## src/rtl/ov7670_sccb_init_sequencer.sv

```systemverilog
// Purpose: walks an OV7670 register table in ROM and issues one SCCB write-multiple per entry, then serves user single-register writes.
// Latency: start to first cmd_valid is 3 cycles (FETCH, DECODE, CMD); delay markers add DELAY_CYCLES cycles.
// Backpressure: cmd_valid/data_tvalid hold with stable payload until cmd_ready/data_tready; usr_ready only pulses in READY.
//
// Ports:
//   clk, reset            clock, asynchronous active-high reset
//   start                 pulse: (re)start the table walk from entry 0 (honoured in IDLE/READY only)
//   rom_addr / rom_data   synchronous table ROM, data valid one cycle after address; entry = {reg, val}
//                         16'hFFFF = end of table, 16'hFFFE = delay marker
//   usr_valid/usr_ready   user write request {usr_reg, usr_val}, accepted only in READY
//   cmd_* / data_*        i2c_master AXI-stream command and write-data ports
//   i2c_busy              i2c_master busy, used to wait for the bus transaction to finish
//   busy, done, entry_cnt status: walking/transacting, table complete (sticky), entries written (saturating)
module ov7670_sccb_init_sequencer #(
    parameter logic [6:0] DEV_ADDR     = 7'h21,
    parameter int         ROM_AW       = 8,
    parameter int         DELAY_CYCLES = 1_000_000
) (
    input  logic              clk,
    input  logic              reset,
    input  logic              start,
    output logic [ROM_AW-1:0] rom_addr,
    input  logic [15:0]       rom_data,
    input  logic              usr_valid,
    input  logic [7:0]        usr_reg,
    input  logic [7:0]        usr_val,
    output logic              usr_ready,
    output logic [6:0]        cmd_address,
    output logic              cmd_start,
    output logic              cmd_read,
    output logic              cmd_write,
    output logic              cmd_write_multiple,
    output logic              cmd_stop,
    output logic              cmd_valid,
    input  logic              cmd_ready,
    output logic [7:0]        data_tdata,
    output logic              data_tvalid,
    input  logic              data_tready,
    output logic              data_tlast,
    input  logic              i2c_busy,
    output logic              busy,
    output logic              done,
    output logic [7:0]        entry_cnt
);

    localparam int DW = (DELAY_CYCLES > 1) ? $clog2(DELAY_CYCLES) : 1;
    localparam logic [DW-1:0] DELAY_LAST = DW'(DELAY_CYCLES - 1);

    typedef enum logic [3:0] {
        IDLE, FETCH, DECODE, CMD, DREG, DVAL, DRAIN, DELAY,
        READY, UCMD, UDREG, UDVAL, UDRAIN
    } state_t;

    state_t        state, state_d;
    logic [7:0]    cur_reg, cur_val;
    logic [DW-1:0] delay_cnt;
    logic [3:0]    drain_cnt;
    logic          busy_seen;

    // Strobes from the next-state logic to the datapath registers.
    logic restart, latch_rom, latch_usr, addr_inc, cnt_inc, set_done;
    logic drain_ok;
    logic last_addr;

    // Bus transaction is finished once busy has been seen and dropped again;
    // if busy never rises within 16 DRAIN cycles, carry on regardless.
    assign drain_ok  = !i2c_busy && (busy_seen || (drain_cnt == 4'd15));
    // Advancing past the last ROM slot would wrap to 0: treat that as end of table.
    assign last_addr = (rom_addr == {ROM_AW{1'b1}});

    always_comb begin
        state_d     = state;
        restart     = 1'b0;
        latch_rom   = 1'b0;
        latch_usr   = 1'b0;
        addr_inc    = 1'b0;
        cnt_inc     = 1'b0;
        set_done    = 1'b0;
        usr_ready   = 1'b0;
        cmd_valid   = 1'b0;
        data_tvalid = 1'b0;
        data_tdata  = 8'h00;
        data_tlast  = 1'b0;

        case (state)
            IDLE: begin
                if (start) begin
                    restart = 1'b1;
                    state_d = FETCH;
                end
            end
            FETCH: state_d = DECODE;
            DECODE: begin
                if (rom_data == 16'hFFFF) begin
                    set_done = 1'b1;
                    state_d  = READY;
                end else if (rom_data == 16'hFFFE) begin
                    state_d = DELAY;
                end else begin
                    latch_rom = 1'b1;
                    state_d   = CMD;
                end
            end
            CMD, UCMD: begin
                cmd_valid = 1'b1;
                if (cmd_ready) state_d = (state == CMD) ? DREG : UDREG;
            end
            DREG, UDREG: begin
                data_tvalid = 1'b1;
                data_tdata  = cur_reg;
                if (data_tready) state_d = (state == DREG) ? DVAL : UDVAL;
            end
            DVAL, UDVAL: begin
                data_tvalid = 1'b1;
                data_tdata  = cur_val;
                data_tlast  = 1'b1;
                if (data_tready) state_d = (state == DVAL) ? DRAIN : UDRAIN;
            end
            DRAIN: begin
                if (drain_ok) begin
                    cnt_inc  = 1'b1;
                    addr_inc = 1'b1;
                    set_done = last_addr;
                    state_d  = last_addr ? READY : FETCH;
                end
            end
            DELAY: begin
                if (delay_cnt == DELAY_LAST) begin
                    addr_inc = 1'b1;
                    set_done = last_addr;
                    state_d  = last_addr ? READY : FETCH;
                end
            end
            READY: begin
                // A restart takes priority over a pending user write.
                if (start) begin
                    restart = 1'b1;
                    state_d = FETCH;
                end else if (usr_valid) begin
                    usr_ready = 1'b1;
                    latch_usr = 1'b1;
                    state_d   = UCMD;
                end
            end
            UDRAIN: begin
                if (drain_ok) state_d = READY;
            end
            default: state_d = IDLE;
        endcase
    end

    // Command fields are only driven while a command is offered.
    assign cmd_address        = cmd_valid ? DEV_ADDR : 7'h00;
    assign cmd_start          = cmd_valid;
    assign cmd_write_multiple = cmd_valid;
    assign cmd_stop           = cmd_valid;
    assign cmd_read           = 1'b0;
    assign cmd_write          = 1'b0;

    assign busy = (state != IDLE) && (state != READY);

    always_ff @(posedge clk or posedge reset) begin
        if (reset) begin
            state     <= IDLE;
            rom_addr  <= '0;
            cur_reg   <= 8'h00;
            cur_val   <= 8'h00;
            done      <= 1'b0;
            entry_cnt <= 8'h00;
            delay_cnt <= '0;
            drain_cnt <= 4'd0;
            busy_seen <= 1'b0;
        end else begin
            state <= state_d;

            if (restart) begin
                rom_addr  <= '0;
                done      <= 1'b0;
                entry_cnt <= 8'h00;
            end
            if (addr_inc)                        rom_addr  <= rom_addr + 1'b1;
            if (cnt_inc && entry_cnt != 8'hFF)   entry_cnt <= entry_cnt + 8'd1;
            if (set_done)                        done      <= 1'b1;

            if (latch_rom) begin
                cur_reg <= rom_data[15:8];
                cur_val <= rom_data[7:0];
            end else if (latch_usr) begin
                cur_reg <= usr_reg;
                cur_val <= usr_val;
            end

            // Counters restart on every fresh entry into their state.
            if (state == DELAY && state_d == DELAY) delay_cnt <= delay_cnt + 1'b1;
            else                                    delay_cnt <= '0;

            if ((state == DRAIN || state == UDRAIN) && state_d == state) begin
                if (drain_cnt != 4'd15) drain_cnt <= drain_cnt + 4'd1;
                busy_seen <= busy_seen | i2c_busy;
            end else begin
                drain_cnt <= 4'd0;
                busy_seen <= 1'b0;
            end
        end
    end

endmodule

```

## config.mk

```make
export PLATFORM = sky130hd
export DESIGN_NAME = ov7670_sccb_init_sequencer
export DESIGN_NICKNAME = d
export VERILOG_FILES = /design/src/rtl/ov7670_sccb_init_sequencer.sv
export SDC_FILE = /design/constraint.sdc
export NUM_CORES = 1
export LEC_CHECK = 0
export ABC_AREA = 1
export BUFFER_PORTS_ARGS = -buffer_cell sky130_fd_sc_hd__buf_2
export CORE_UTILIZATION = 40
export DETAILED_ROUTE_END_ITERATION = 12
export PLACE_DENSITY = 0.71
export SLEW_MARGIN = 10
export SYNTH_ARGS = -nofsm -noshare
export SYNTH_HDL_FRONTEND = slang
export SYNTH_SLANG_ARGS = --single-unit
```

## constraint.sdc

```tcl
create_clock -name clk -period 2.3 [get_ports clk]
set_input_delay 0.46 -clock clk [delete_from_list [all_inputs] [get_ports clk]]
set_output_delay 0.46 -clock clk [all_outputs]
set_load 0.1 [all_outputs]
```

Word level (Yosys, flattened, before mapping)
Index checks and enable logic that the tools add are counted.
{"block": "word_totals", "reg_bits": 62, "inputBits": 39, "output_inout_bits": 42, "elab_cells": 106}
{"block": "op_classes", "add_sub_neg": 4, "eq_ne": 23, "n_mux": 50, "bitwise_logic": 1, "n_reduce_logical": 19}
{"cell": "4-bit 2-to-1 mux", "count": 16}
{"cell": "8-bit 2-to-1 mux", "count": 7}
{"cell": "4-bit case mux with 10 select lines", "count": 1}
{"cell": "16-bit == test (second input constant)", "count": 2}
{"cell": "4-bit == test (second input constant)", "count": 6}
{"cell": "20-bit by 1-bit adder with 20-bit output (second input constant)", "count": 1}
{"cell": "20-bit == test (second input constant)", "count": 1}
{"cell": "4-bit by 3-bit == test with 1-bit output (second input constant)", "count": 5}
{"cell": "1-bit 2-to-1 mux", "count": 20}
{"cell": "20-bit 2-to-1 mux", "count": 1}
{"cell": "8-bit by 1-bit adder with 8-bit output (second input constant)", "count": 2}
{"cell": "8-bit case mux with 2 select lines", "count": 1}
{"cell": "4-bit by 2-bit == test with 1-bit output (second input constant)", "count": 2}
{"cell": "8-bit == test (second input constant)", "count": 1}
{"cell": "4-bit != test (second input constant)", "count": 2}
{"cell": "8-bit != test (second input constant)", "count": 1}
{"cell": "2-bit nonzero test", "count": 4}
{"cell": "2-bit OR reduction", "count": 4}
{"cell": "6-bit 2-to-1 mux", "count": 1}
{"cell": "1-bit logical AND", "count": 5}
{"cell": "4-bit by 1-bit adder with 4-bit output (second input constant)", "count": 1}
{"cell": "4-bit by 1-bit == test with 1-bit output (second input constant)", "count": 1}
{"cell": "4-bit == test", "count": 1}
{"cell": "4-bit logical NOT", "count": 1}
{"cell": "other kinds (9)", "count": 10}

Depth between registers and ports, before layout
Gate-level depths: netlist of the first run.
{"block": "depth", "ltp_word": 8, "ltp_mapped": 9, "ltp_nobuf": 9}

Worst setup path before layout of the first run
Ideal clock, no wire load.
{"block": "synth_path", "path_type": "register to output", "from": "reg state[0]", "to": "out data_tdata[0]", "t_arrival_ns": 2.162, "required_ns": 1.840, "path_slack_ns": -0.322, "stages_incl_launch_ff": 7, "path_buffers": 1, "cell_sequence": "dfrtp_1 > nand2_1 > inv_1 > nand2_1 > nand2_1 > buf_2 > a22o_1"}
{"block": "synth_via", "elab_chain_cells": 3, "elab_cells_between_ends": 7, "classes_between": "eq/ne (4); mux (1); reduce/logical (2)"}
{"item": "start: declaration", "line_no": "54", "text": "state_t state, state_d;"}
{"item": "start signal: assignment", "line_no": "174", "text": "state <= state_d;"}
{"item": "4-bit by 3-bit == test with 1-bit output or 4-bit == test (tied branches)", "line_no": "85", "text": "case (state)"}
{"item": "2-bit OR reduction", "line_no": "85"}
{"item": "8-bit case mux with 2 select lines *", "line_no": "85"}
{"item": "end: declaration", "line_no": "36", "text": "output logic [7:0] data_tdata,"}
Mark *: on every way between the ends. The rest lies on a longest branch, timed or not.

Worst setup path after layout of the first run
{"block": "layout_path", "from": "reg state[2]", "to": "out cmd_address[5]"}
{"block": "layout_via", "elab_chain_cells": 4, "elab_cells_between_ends": 5, "classes_between": "eq/ne (2); mux (2); reduce/logical (1)"}
{"item": "4-bit by 2-bit == test with 1-bit output or 4-bit == test (tied branches)", "line_no": "85"}
{"item": "2-bit OR reduction *", "line_no": "85"}
{"item": "1-bit 2-to-1 mux *", "line_no": "85"}
{"item": "6-bit 2-to-1 mux *", "line_no": "153", "text": "assign cmd_address = cmd_valid ? DEV_ADDR : 7'h00;"}
{"item": "end: declaration", "line_no": "28", "text": "output logic [6:0] cmd_address,"}
Marks and branches as above.

==> results of run 1 <==
[worst register-to-register path, cell delays in order (launching register included)]
cell and delay, ns:
dfrtp_1 0.38, ha_1 0.20, nand3_1 0.15, nor2_1 0.21
nand3_1 0.15, nand2_1 0.41, nand3_1 0.25, nand2_1 0.13
[layer usage]
layer,share of wire,wire length [um],vias to the layer above
met4,0.023,216,0
met3,0.059,540,20
met5,0,0,-
met2,0.48,4400,126
li1,-,-,1832
met1,0.44,4060,1711
[repair_timing]
action | in CTS | in global routing
endpoints found under the setup margin | 8 | 14
setup buffers | 0 | 0
gates resized for setup | 3 | 3
hold buffers | 0 | 0
[stage by stage]
| stage | hold WS [ns] | utilization | total power [mW] |
|---|---|---|---|
| after CTS | 0.169 | 0.505 | 5.02 |
| after detailed placement | 0.463 | 0.479 | 3.84 |
| after global routing | 0.190 | 0.506 | 5.28 |
| after floorplan | 0.433 | - | 3.33 |
| after global placement | 0.443 | 0.479 | 3.83 |
| final | 0.163 | 0.506 | 5.01 |
[power breakdown]
part	internal, mW	switching (mW)	leakage, nW
logic	0.599	1.78	1.40
registers	1.30	0.169	0.830
clock network	0.718	0.448	0.112
[cell usage in the layout, fill, tap and decap left out, types with 11 or more instances in the layout]
master	n
nand2_1	122
nand3_1	98
nor2_1	63
buf_2	63
dfrtp_1	61
inv_1	51
nand4_1	15
xor2_1	14
nor3_1	13
buf_12	11
[final timing paths]
path | end | cells past startpoint | slack (ns) | from
max in group asynchronous | state[0]$_DFF_PP0_ | 3 | 1.84 | reset
hold / removal | cur_val[2]$_DFFE_PP0P_ | 3 | 0.16 | reset
min in group clk | cur_val[5]$_DFFE_PP0P_ | 3 | 0.31 | usr_val[5]
hold reg to reg | delay_cnt[0]$_DFF_PP0_ | 1 | 0.47 | delay_cnt[0]$_DFF_PP0_
setup / recovery | cmd_address[5] | 4 | 0.04 | state[2]$_DFF_PP0_
setup reg to reg | state[3]$_DFF_PP0_ | 7 | 0.36 | delay_cnt[0]$_DFF_PP0_
[cell families after synthesis]
logic type | after synthesis
buffers and inverters | 78
xor gates and xnor gates | 20
AOI/OAI and AO/OA | 27
other | 1
adders and majority gates | 4
DFF | 62
and+or+nand+nor | 329
[final cells by class]
cell class	instances	area [sq um]
Fill cell	892	4540
Multi-Input combinational cell	387	1930
Sequential cell	62	1550
Timing Repair Buffer	82	596
Inverter	55	206
Tap cell	111	139
Clock buffer	10	128
Clock inverter	6	110
==> impl_metrics.csv, run 1 <==
group,metric,value,unit
grt,grt_pass1_wl,16100,um
grt,grt_start_max_net_pins,63,
detailed_routing,postRouteAntennaNets,0,
grt,groute.layer.met2.usage,0.334,
setup_path,worstPathArrival,1.80,ns
grt,globalRouteMet3Util,0.0351,
setup_path,critical_path.slowest_cell,"buf_2",
synthesis,synth_area_in_xor_xnor,0.0463,
finish,fin_area,4660,sq um
timing,timing.clock.skew,0.0147,ns
place,place.port_buffers,73,
clock_network,ctsLongestPathBuffers,2,
synthesis,synth_compound_gate_area_share,0.0500,
detailed_routing,drt-vias-per-instance,5.17,
detailed_routing,drc_errors,0,
synthesis,post_synth_simple_gate_area,0.385,
grt,grt_use_met1,0.257,
synthesis,average_footprint_of_a_synthesized_cell,7.26,sq um
finish,instances_no_fill,713,
synthesis,synth_cell_types,29,
clock_network,worstSkewPairLatency,0.36,ns
timing,rsz0062_at_grt,"yes",
finish,largest_reg_flops,20,
finish,drive_gt1_frac,0.211,
status,outcome,"finished, final reports clean",
floorplan,floorplan.rows,35,
synthesis,postSynthCellCount,521,
synthesis,ys_seq_elements,62,
synthesis,number_of_enable_flip_flop_cells_after_synthesis,0,
synthesis,yosysSeqAreaShare,0.410,
timing,period_minus_slack,2.26,ns
run,cap_violations,0,
finish,diodes,0,
place,globalplace.congestion,0.923,
finish,fin_nets,640,
grt,busiest_layer,"met2",
floorplan,fp.dieArea,9840,sq um
timing,timing.final.max_slew_violations,0,
grt,gr-total-overflow,0,
timing,layout_worst_path_cycle_share,0.985,
synthesis,synth_area_leaders,"dfrtp_1, nand3_1, nand2_1",
place,dp.final_hpwl,6790,um
power,powerDensity,1080,nW/um^2
clock_network,clk_root_buffer_cell,"clkbuf_8",
timing,final_hold_violation_count,0,
detailed_routing,detail_route.wl_per_cell,12.9,um
timing,setup_slack,0.0354,ns
floorplan,start_util,0.411,
setup_path,path_max_fanout,8,
synthesis,yosysWarningCount,0,
synthesis,netlist.top_cell.by_area,"dfrtp_1",
synthesis,synth_top_cell_area_share,0.410,
detailed_routing,detail_route.wirelength,9210,um
detailed_routing,detailroute.via_count,3689,
floorplan,die_width,99.2,um
grt,first_global_vias,3596,
power,worst_ir_drop_on_vdd,0.00136,V
power,p_leak,2.34,nW
hold_path,min-delay-path-class,"input port to asynchronous set/reset pin",
setup_path,critPathLaunchType,"register",
floorplan,core_area,9200,sq um
detailed_routing,detail_route.iter0.violations,155,
clock_network,number_of_h_tree_levels,3,
synthesis,postSynth.topFlopCell,"dfrtp_1",
synthesis,post_synthesis_share_of_cell_area_spent_on_full_adders_half_adders_and_majority_gates,0.0132,
timing,setup-tns-final,0,ns
synthesis,synth_commonest_cells,"nand2_1, nand3_1, nor2_1",
setup_path,timing.critical_path.cells,"nor2_1 > nand2_1 > nand2_2 > buf_2",
setup_path,critPathMaxStageDelay,0.45,ns
timing,worstMarginPinSlew,0.635,ns
grt,globalRouteTotalUtil,0.203,
clock_network,tritoncts,"done",
setup_path,worst_path_required,1.84,ns
floorplan,num_io_pins,81,
synthesis,synth_top_family_by_area,"simple AND/OR/NAND/NOR gates",
timing,setup_viol_count_final,0,
clock_network,clock_sinks,62,
clock_network,clkSlewWorstSetupHoldPaths,0.08,ns
setup_path,setup.worst_path.end_class,"output port",
setup_path,cell_type_group_with_the_largest_total_delay_on_the_critical_path,"simple AND/OR/NAND/NOR gates",
clock_network,number_of_clock_buffers_inserted_by_tritoncts,9,
finish,largest-register,"delay_cnt",
synthesis,postSynth.asyncResetShare,1.00,
place,dp_slack,0.216,ns
synthesis,synthMostInstantiatedCell,"nand2_1",
setup_path,critPathBufInv,1,
place,placedCellCount,697,
synthesis,synth.cell_area,3780,sq um
setup_path,criticalPathCategory,"register to output port",
grt,grt_antenna_before_repair,0,
finish,area.growth.synth_to_final,23.2,%
synthesis,synth_mux_area_frac,0,
timing,achievable-frequency,442,MHz
place,postPlaceCellArea,4400,sq um
timing,slew_headroom,0.576,
detailed_routing,first_pass_iters,5,
floorplan,floorplan.die.height,99.2,um
No activity file was read; power rests on OpenSTA's default activity.
==> run 2: changes to the inputs <==
- CORE_MARGIN: unset -> 4
==> run 2 against run 1 <==
  * Fmax grew 1.7%
  * Critical path depth is the same
  * Highest routed layer unchanged
  * Sequential power is essentially flat
==> impl_metrics.csv, run 2 (same netlist as run 1, synthesis figures left out) <==
group,metric,value,unit
detailed_routing,drt-vias-per-instance,5.07,
finish,largest_reg_flops,20,
setup_path,rr_worst_depth,6,
grt,grt_antenna_before_repair,0,
setup_path,path_max_fanout,8,
place,postPlaceCellArea,4420,sq um
timing,slew_headroom,0.589,
clock_network,ctsLongestPathBuffers,2,
floorplan,floorplan.rows,35,
clock_network,tritoncts,"done",
clock_network,cts_hold_repair.buffers,0,
detailed_routing,detail_route.wl_per_cell,13.2,um
grt,first_global_vias,3644,
grt,gr-total-overflow,0,
finish,layout.cells.most_common_list,"nand2_1, nand3_1, nor2_1, dfrtp_1, buf_2",
timing,worstMarginPinSlew,0.614,ns
detailed_routing,dr_wl_met2,4490,um
place,place.port_buffers,73,
floorplan,start_util,0.409,
timing,period_minus_slack,2.23,ns
setup_path,worst_path_required,1.84,ns
run,cap_violations,0,
setup_path,critPathLaunchType,"register",
detailed_routing,first_pass_iters,5,
setup_path,critical_path.slowest_cell,"buf_2",
setup_path,setup.worst_path.end_class,"output port",
detailed_routing,top_layer_used,"met4",
setup_path,criticalPathCategory,"register to output port",
setup_path,reg2reg_slack,0.45,ns
timing,setup-tns-final,0,ns
power,p_leak,2.35,nW
finish,fin_area,4690,sq um
setup_path,critPathMaxStageDelay,0.45,ns
timing,achievable-frequency,449,MHz
place,dp.final_hpwl,7150,um
status,outcome,"finished, final reports clean",
floorplan,die_width,105,um
timing,rsz0062_at_grt,"yes",
detailed_routing,detail_route.iter0.violations,166,
grt,grt_pass1_wl,16700,um
finish,drive_gt1_frac,0.213,
setup_path,timing.critical_path.cells,"nor2_1 > nand2_1 > nand2_2 > buf_2",
detailed_routing,wirelength_met1,4170,um
grt,grt_start_max_net_pins,47,
timing,setup_viol_count_final,0,
hold_path,min-delay-path-class,"input port to asynchronous set/reset pin",
finish,layout_commonest_cell,"nand2_1",
floorplan,floorplan.die.height,105,um
setup_path,worstPathArrival,1.77,ns
power,powerDensity,1070,nW/um^2
setup_path,worstReg2RegEnd,"cur_reg[3]$_DFFE_PP0P_",
clock_network,clkSlewWorstSetupHoldPaths,0.07,ns
finish,final_util,0.507,
clock_network,clock_sinks,62,
finish,area.growth.synth_to_final,24.0,%
timing,timing.final.max_slew_violations,0,
finish,diodes,0,
detailed_routing,detail_route.wirelength,9620,um
clock_network,clk_root_buffer_cell,"clkbuf_8",
clock_network,number_of_clock_buffers_inserted_by_tritoncts,9,
clock_network,worstSkewPairLatency,0.35,ns
place,globalplace.congestion,0.911,
clock_network,number_of_h_tree_levels,3,
power,worst_ir_drop_on_vdd,0.00118,V
floorplan,core_area,9240,sq um
detailed_routing,wl_met3,732,um
floorplan,num_io_pins,81,
setup_path,worst_r2r_startpoint,"state[2]$_DFF_PP0_",
floorplan,fp.dieArea,11100,sq um
detailed_routing,drc_errors,0,
finish,largest-register,"delay_cnt",
detailed_routing,postRouteAntennaNets,0,
timing,final_hold_violation_count,0,
finish,fin_nets,640,
timing,timing.clock.skew,0.0125,ns
detailed_routing,detailroute.via_count,3705,
timing,layout_worst_path_cycle_share,0.968,
grt,globalRouteTotalUtil,0.181,
==> run 2: layer usage <==
metal	vias up	track usage
met5	-	0
met4	0	0.0750
met3	27	0.0490
met2	156	0.282
met1	1692	0.239
li1	1830	-
==> run 2: per-stage QoR <==
| step | std cells | hold WS, ns | total power, mW | worst slack, ns |
|---|---|---|---|---|
| detailed placement | 714 | 0.453 | 3.84 | 0.254 |
| global route | 731 | 0.124 | 5.30 | -0.0544 |
| finish | 731 | 0.0936 | 5.03 | 0.0727 |
| floorplan | 527 | 0.433 | 3.33 | -0.0462 |
| global placement | 714 | 0.450 | 3.82 | 0.260 |
| CTS | 730 | 0.0953 | 5.02 | 0.0235 |
==> run 2: worst max path at each step <==
stage                                  start        endpoint  slack [ns]  cells past startpoint
final                     state[2]$_DFF_PP0_  cmd_address[0]        0.07                      4
after global routing      state[2]$_DFF_PP0_        cmd_stop       -0.05                      4
after CTS                 state[0]$_DFF_PP0_   data_tdata[5]        0.02                      6
after detailed placement  state[0]$_DFF_PP0_   data_tdata[5]        0.25                      6
after global placement    state[0]$_DFF_PP0_   data_tdata[4]        0.26                      6
after floorplan           state[0]$_DFF_PP0_   data_tdata[0]       -0.05                      6
==> run 2: critical path, delay by kind of cell, from the launching register on <==
kind / cells / cell delay (ns)
buffers and inverters: 1 / 0.45
AND/OR/NAND/NOR: 3 / 0.54
flip-flops: 1 / 0.43
==> run 2: final cells by class <==
type                       instances  area, sq um
fill                             875         4550
multi-input combinational        387         1930
sequential                        62         1550
timing repair buffer              82          601
inverter                          55          206
tap                              129          161
clock buffer                       9          124
clock inverter                     7          113
==> run 2: report_power, final <==
group | total [mW] | leakage (nW) | switching, mW | internal (mW)
Sequential | 1.47 | 0.830 | 0.169 | 1.30
Combinational | 2.39 | 1.40 | 1.78 | 0.610
Clock | 1.18 | 0.119 | 0.461 | 0.714
Total | 5.03 | 2.35 | 2.41 | 2.63
==> run 2: what timing repair did <==
item / CTS / global route
resized for setup: 3 / 6
pin swaps: 0 / 1
setup endpoints to repair: 9 / 16
buffers inserted: 0 / 1
